[src/rtl/mux_rr_arbiter.sv]
// Round-robin arbiter with packet lock that drives the one-hot mux enable
// and captures the granted beat into a registered valid/ready output stage.
module mux_rr_arbiter #(
  parameter int WIDTH = 16,
  parameter int N     = 3
) (
  input  logic             clk,
  input  logic             rst_n,
  input  logic [N-1:0]     req_valid,
  input  logic [WIDTH-1:0] req_data [N-1:0],
  input  logic [N-1:0]     req_last,
  output logic [N-1:0]     req_ready,
  output logic [N-1:0]     en,
  output logic             out_valid,
  output logic [WIDTH-1:0] out_data,
  output logic             out_last,
  output logic [N-1:0]     out_src,
  input  logic             out_ready
);

  localparam int unsigned NU = N;
  localparam int          PW = $clog2(N);

  typedef enum logic {ARB, LOCK} state_t;

  state_t           state, state_nxt;
  logic [PW-1:0]    ptr, ptr_nxt;
  logic [PW-1:0]    owner, owner_nxt;
  logic [PW-1:0]    grant, rr_idx;
  logic             found;
  logic             slot_free;
  logic             xfer;
  logic             grant_last;
  logic [WIDTH-1:0] mux_data;

  function automatic logic [PW-1:0] inc_mod(input logic [PW-1:0] i);
    return (32'(i) == NU - 1) ? '0 : i + PW'(1);
  endfunction

  // Scan from ptr upward, wrapping, and take the first valid requester.
  always_comb begin
    grant  = '0;
    rr_idx = '0;
    found  = 1'b0;
    if (state == LOCK) begin
      grant = owner;
      found = 1'b1;
    end else begin
      for (int unsigned k = 0; k < NU; k++) begin
        rr_idx = PW'((32'(ptr) + k) % NU);
        if (!found && req_valid[rr_idx]) begin
          found = 1'b1;
          grant = rr_idx;
        end
      end
    end
  end

  assign slot_free = !out_valid || out_ready;

  // rst_n gating keeps en/req_ready low while reset is held.
  always_comb begin
    en        = '0;
    req_ready = '0;
    if (rst_n && found) begin
      req_ready[grant] = slot_free;
      en[grant]        = (state == LOCK) ? req_valid[grant] : 1'b1;
    end
  end

  assign xfer       = |(req_valid & req_ready);
  assign grant_last = req_last[grant];

  always_comb begin
    mux_data = '0;
    for (int unsigned i = 0; i < NU; i++) begin
      if (en[PW'(i)]) mux_data = mux_data | req_data[PW'(i)];
    end
  end

  always_comb begin
    state_nxt = state;
    ptr_nxt   = ptr;
    owner_nxt = owner;
    case (state)
      ARB: begin
        if (xfer) begin
          if (grant_last) begin
            ptr_nxt = inc_mod(grant);
          end else begin
            owner_nxt = grant;
            state_nxt = LOCK;
          end
        end
      end
      LOCK: begin
        if (xfer && grant_last) begin
          ptr_nxt   = inc_mod(owner);
          state_nxt = ARB;
        end
      end
      default: state_nxt = ARB;
    endcase
  end

  always_ff @(posedge clk or negedge rst_n) begin
    if (!rst_n) begin
      state <= ARB;
      ptr   <= '0;
      owner <= '0;
    end else begin
      state <= state_nxt;
      ptr   <= ptr_nxt;
      owner <= owner_nxt;
    end
  end

  always_ff @(posedge clk or negedge rst_n) begin
    if (!rst_n) begin
      out_valid <= 1'b0;
      out_data  <= '0;
      out_last  <= 1'b0;
      out_src   <= '0;
    end else if (xfer) begin
      out_valid <= 1'b1;
      out_data  <= mux_data;
      out_last  <= grant_last;
      out_src   <= en;
    end else if (out_ready) begin
      out_valid <= 1'b0;
    end
  end

endmodule

[config.mk]
export PLATFORM = sky130hd
export DESIGN_NAME = mux_rr_arbiter
export DESIGN_NICKNAME = d
export VERILOG_FILES = /design/src/rtl/mux_rr_arbiter.sv
export SDC_FILE = /design/constraint.sdc
export NUM_CORES = 1
export LEC_CHECK = 0
export CAP_MARGIN = 20
export CORE_UTILIZATION = 45
export DETAILED_ROUTE_END_ITERATION = 10
export PLACE_DENSITY = 0.86
export SLEW_MARGIN = 40
export SYNTH_ARGS = -nofsm -noshare
export SYNTH_HDL_FRONTEND = slang
export SYNTH_SLANG_ARGS = --single-unit
[constraint.sdc]
create_clock -name clk -period 6.9 [get_ports clk]
set_input_delay 1.38 -clock clk [delete_from_list [all_inputs] [get_ports clk]]
set_output_delay 1.38 -clock clk [all_outputs]
set_load 0.01 [all_outputs]
Word-level counts from Yosys, hierarchy flattened
Cells that the tools add are included.
Word-level totals
  logic and storage cells: 84
  register bits after elaboration: 26
  output and inout port bits: 27
Cells by class
  add/sub/neg operators: 4
  reductions and logical operators: 13
  multiplexer cells: 40
  bitwise operators: 7
  equality and inequality tests: 5
  order comparisons: 5
  divide/modulo/power cells: 3
Operators with widths (count)
  remainder unit 32 x 2 -> 32 bit (second input constant): 2
  2-to-1 mux 16 bit: 3
  remainder unit 2 x 2 -> 32 bit (second input constant): 1
  OR 16 bit: 2
  2-to-1 mux 1 bit: 18
  2-to-1 mux 2 bit: 9
  < comparator 2 x 3 -> 1 bit (second input constant): 4
  binary-select mux 1 bit (select 2 bit): 5
  AND 3 bit: 3
  2-to-1 mux 3 bit: 2
  AND reduction 3 bit: 2
  logical AND 1 bit: 5
  adder 2 x 1 -> 2 bit (second input constant): 2
  == test 2 bit (second input constant): 2
  inequality test 2 bit (second input constant): 2
  one-hot mux 2 bit (2 select lines): 1
  adder 2 x 1 -> 3 bit (second input constant): 1
  adder 2 x 2 -> 3 bit (second input constant): 1
  logical NOT 1 bit: 3
  OR reduction 3 bit: 1
  demux 1 bit (select 2 bit): 1
  greater-or-equal comparator 2 x 1 -> 1 bit (second input constant): 1
  inequality test 2 x 1 -> 1 bit (second input constant): 1
  NOT 1 bit: 2
  other kinds (3): 3

Logic depth before layout (Yosys ltp)
  word-level depth: 24
  gate-level depth with buffers: 11
  gate-level depth less buffers: 9

Worst setup path after synthesis
OpenSTA, ideal clock, no wires.
  path type: input port to output port
  start: input req_valid[1]
  end: output req_ready[1]
  required time: 5520 ps
  stages: 8
  path slack: 2636 ps
  buffers on the path: 3
  arrival time: 2884 ps
  path through: buf_2 mux2i_1 o22ai_1 o32ai_2 a22oi_4 buf_2 buf_2 and3_1
Between the ends
  word-level cells in the longest chain between the ends: 18
  elaborated cells on any way between the ends: 28
Ends and longest elaborated chain
  from (decl): RTL line 9  | input logic [N-1:0] req_valid,
  binary-select mux 1 bit (select 2 bit): RTL line 51  | if (!found && req_valid[rr_idx]) begin
  2-to-1 mux 1 bit (implied by the code): RTL line 51
  2-to-1 mux 1 bit: RTL line 51
  2-to-1 mux 1 bit: RTL line 45  | if (state == LOCK) begin
  logical NOT 1 bit: RTL line 51
  logical AND 1 bit: RTL line 51
  2-to-1 mux 1 bit: RTL line 51
  2-to-1 mux 1 bit: RTL line 45
  (+2 left out)
  2-to-1 mux 2 bit: RTL line 51
  2-to-1 mux 2 bit: RTL line 45
  < comparator 2 x 3 -> 1 bit (implied by the code) / greater-or-equal comparator 2 x 1 -> 1 bit (equally long branches): RTL line 66  | req_ready[grant] = slot_free;
  logical AND 1 bit (implied by the code): RTL line 66
  2-to-1 mux 1 bit (implied by the code): RTL line 66
  demux 1 bit (select 2 bit): RTL line 66
  AND 3 bit (no source line)
  2-to-1 mux 3 bit (*): RTL line 65  | if (rst_n && found) begin
  to (decl): RTL line 12  | output logic [N-1:0] req_ready,
Mark *: on every way between the ends. The rest lies on a longest branch, timed or not. The select of a mux whose other input is x is not followed.

Worst setup path in the final report
  start: input req_valid[1]
  end: output en[1]
Between the ends
  word-level cells in the longest chain between the ends: 18
  elaborated cells on any way between the ends: 31
Ends and longest elaborated chain
  binary-select mux 1 bit (select 2 bit): RTL line 51
  2-to-1 mux 1 bit (implied by the code): RTL line 51
  2-to-1 mux 1 bit: RTL line 51
  2-to-1 mux 1 bit: RTL line 45
  logical NOT 1 bit: RTL line 51
  logical AND 1 bit: RTL line 51
  2-to-1 mux 1 bit: RTL line 51
  2-to-1 mux 1 bit: RTL line 45
  (+2 left out)
  2-to-1 mux 2 bit: RTL line 51
  2-to-1 mux 2 bit: RTL line 45
  < comparator 2 x 3 -> 1 bit (implied by the code) / greater-or-equal comparator 2 x 1 -> 1 bit (equally long branches): RTL line 67  | en[grant] = (state == LOCK) ? req_valid[grant] : 1'b1;
  logical AND 1 bit (implied by the code): RTL line 67
  2-to-1 mux 1 bit: RTL line 67
  demux 1 bit (select 2 bit): RTL line 67
  AND 3 bit (no source line)
  2-to-1 mux 3 bit (*): RTL line 65
  to (decl): RTL line 13  | output logic [N-1:0] en,
Marks and branches as above.

==> results.tsv <==
stage	metric	value	unit
die	fp.dieH	66.4	um
drt	number_of_violations_reported_at_the_end_of_detailed_routing_iteration_0	170	
setup_path	crit_family	buffers and inverters	
clocking	cts_buffer_depth	2	
drt	average_via_count_per_standard_cell	5.70	
drt	vias	1903	
die	row_count	23	
setup_path	worstPathArrival	4.22	ns
setup_path	cp_max_fo	25	
synthesis	synth_top_cell_by_area	dfrtp_1	
timing	fin_setup_tns	0	ns
global_route	via_count_of_the_first_global_routing_pass	1795	
global_route	initial_antenna_violation_count	0	
setup_path	worst-endpoint-required	5.52	ns
global_route	gr-total-overflow	0	
status	status	completed	
timing	slew-limit-headroom	51.9	%
global_route	grt_first_pass_wirelength	8.65	mm
synthesis	syn_avg_cell_area	9.09	um^2
synthesis	synth-seq-area-share	34.9	%
clocking	cts_tree	built	
placed_design	io_buffers	83	
placed_design	dpl_cell_area	0.00273	mm^2
die	start_util	46.6	%
timing	grt_setup_unrepaired	no	
min_path	holdCritPathClass	flip-flop to flip-flop	
power_and_ir_drop	static-leakage-power	0.00115	uW
clocking	clkLatencyLatePin	0.28	ns
power_and_ir_drop	power-per-cell-area	420	mW/mm^2
setup_path	regToRegEndpoint	out_data[13]$_DFFE_PN0P_	
die	core_area	0.00400	mm^2
synthesis	synth_edf_count	0	
cells_and_area	final_cell_mix	clkdlybuf4s50_1, dfrtp_1, nand2_1	
clocking	numCtsBuffers	3	
clocking	total_of_hold_buffers_inserted_after_clock_tree_synthesis	0	
cells_and_area	num_antenna_cells	0	
synthesis	yosys.area.top_type_share	34.9	%
cells_and_area	design.final.nets	346	
timing	tightestPinTransition	0.720	ns
timing	final-max-slew-violation-count	0	
clocking	worst_setup_hold_path_clk_slew	0.09	ns
drt	detailedRoute.firstPassIterationCount	4	
global_route	track_usage	26.0	%
clocking	ctsHtreeMaxLevel	1	
setup_path	timing.setup.critical_path_class	input pin to primary output	
timing	finalCriticalPeriod	5.60	ns
clocking	post-cts-setup-buffer-count	0	
drt	drtAntennaViolNets	0	
setup_path	startpoint_type	input pin	
die	die_area	0.00440	mm^2
clocking	cts.sinks	26	
setup_path	cpPeakStageDelay	0.64	ns
timing	fmax	0.179	GHz
die	dieWidth	66.4	um
setup_path	timing.critical_path.buf_inv	3	
setup_path	regToRegStartpoint	ptr[0]$_DFFE_PN0P_	
run	drv.max_cap_violation_count	0	
synthesis	yosysUniqueCellTypes	46	
placed_design	globalplace.congestion	0.895	
power_and_ir_drop	irDropWorstVdd	0.194	mV
synthesis	syn_nets	266	
drt	routed_wl	5.58	mm
placed_design	detailed_place_hpwl	4.30	mm
cells_and_area	final_layout_size_suffix_gt1_share	7.75	%
synthesis	synth.top_cells.by_area	dfrtp_1, a221o_1, nor2b_1	
min_path	worst_hold_startpoint	out_src[0]$_DFFE_PN0P_	
setup_path	critPathSlowestCell	clkdlybuf4s50_1	
setup_path	critical_path.most_common_cell	clkdlybuf4s50_1	
die	num_io_pins	84	
synthesis	netlist_instances	205	
synthesis	ys_ff_latch	26	
timing	final.period_utilization	81.1	%
drt	detailed_route_drc_error_count	0	
cells_and_area	areaGrowthSynthToFinish	50.3	%
timing	finalSetupViolations	0	
setup_path	kind_of_capture_point_of_the_worst_setup_path	primary output	
synthesis	mappedNetlistArea	0.00186	mm^2
clocking	postCtsResizedCells	0	
synthesis	synth-warning-count	0	
cells_and_area	final_area	0.00280	mm^2
min_path	hold_path_depth	1	
global_route	grt_max_degree	27	
cells_and_area	layout.cells.most_common	clkdlybuf4s50_1	
synthesis	async_reset_ff_share	100	%
setup_path	cell_by_cell_trace_of_the_critical_path	clkdlybuf4s50_1 > mux2i_1 > o22ai_1 > o32ai_2 > a22oi_4 > buf_4 > and2_1 > clkdlybuf4s50_1	
clocking	clock_root_buffer	clkbuf_8	
setup_path	timing.reg2reg.worst_path_depth	10	
min_path	hold_end	out_src[0]$_DFFE_PN0P_	
setup_path	r2r_setup_slack	3.19	ns
timing	clock-skew-final	0.0105	ns
drt	wl_per_cell	16.7	um
timing	final_hold_viol_count	0	
synthesis	synth-main-ff-cell	dfrtp_1	
## metal layers
metal | track usage (%) | part of all wire [%]
met5 | 0 | 0
met4 | 11.7 | 3.3
met1 | 34.0 | 44
met3 | 2.07 | 3.6
met2 | 43.2 | 50
## per-stage QoR
stage	hold slack (ns)	util [%]	total power, uW	instances	worst slack (ns)
floorplan	0.504	-	782	205	2.64
global placement	0.459	67.7	1010	329	1.41
detailed placement	0.487	68.3	1040	330	1.31
CTS	0.508	70.0	1170	334	1.32
global route	0.544	70.0	1270	334	1.04
finish	0.502	70.0	1180	334	1.30
## synthesized netlist by cell type (all sizes together) (4+ instances only)
master and count:
a21oi 5, a221o 16, and3b 5, buf 8, clkbuf 4, dfrtp 26
ha 4, inv 6, mux2 6, mux2i 4, nand2 20, nand3 15
nor2 12, nor2b 14, o21ai 19
## worst max path at each step
stage | from | to | slack (ns) | cells after the start
2_1_floorplan | req_valid[1] | req_ready[1] | 2.64 | 8
3_3_place_gp | req_valid[1] | en[1] | 1.41 | 8
3_5_place_dp | req_valid[1] | en[1] | 1.31 | 8
4_1_cts | req_valid[1] | en[1] | 1.32 | 8
5_1_grt | req_valid[1] | en[1] | 1.04 | 8
6_report | req_valid[1] | en[1] | 1.30 | 8
## cells by family after synthesis
| family | Yosys count | share of synthesized area [%] |
|---|---|---|
| DFF | 26 | 34.9 |
| muxes | 10 | 6.64 |
| adders and majority gates | 4 | 2.68 |
| AOI/OAI and AO/OA | 64 | 26.6 |
| buffers and inverters | 18 | 5.17 |
| and+or+nand+nor | 83 | 24.0 |
## where the power goes
group	total (uW)	internal (uW)	switching, uW
registers	258	214	44.4
clock network	129	77.7	50.9
logic	789	366	422
total	1180	658	518
## cell type report
cell class                      instances  area, um^2
Fill cell                             326        1200
Multi-Input combinational cell        161        1130
Timing Repair Buffer                   87         868
Sequential cell                        26         651
Tap cell                               50        62.6
Clock buffer                            3        41.3
Clock inverter                          1        30.0
Inverter                                6        22.5
## flip-flops by register name, indices dropped and copies added (netlist names), named ones only
register / flops
out_valid: 1
out_last: 1
ptr: 2
owner: 2
out_src: 3
out_data: 16
## worst register-to-register path, cell delays in order, from the launching register on
cell and delay, ns:
dfrtp_1 0.41, inv_1 0.08, ha_1 0.44, nand2_1 0.10
o22ai_1 0.35, o32ai_2 0.18, a22oi_4 0.58, mux2i_4 0.64
buf_8 0.24, mux2_2 0.35, a221o_1 0.26
No activity file was read; power rests on OpenSTA's default activity.
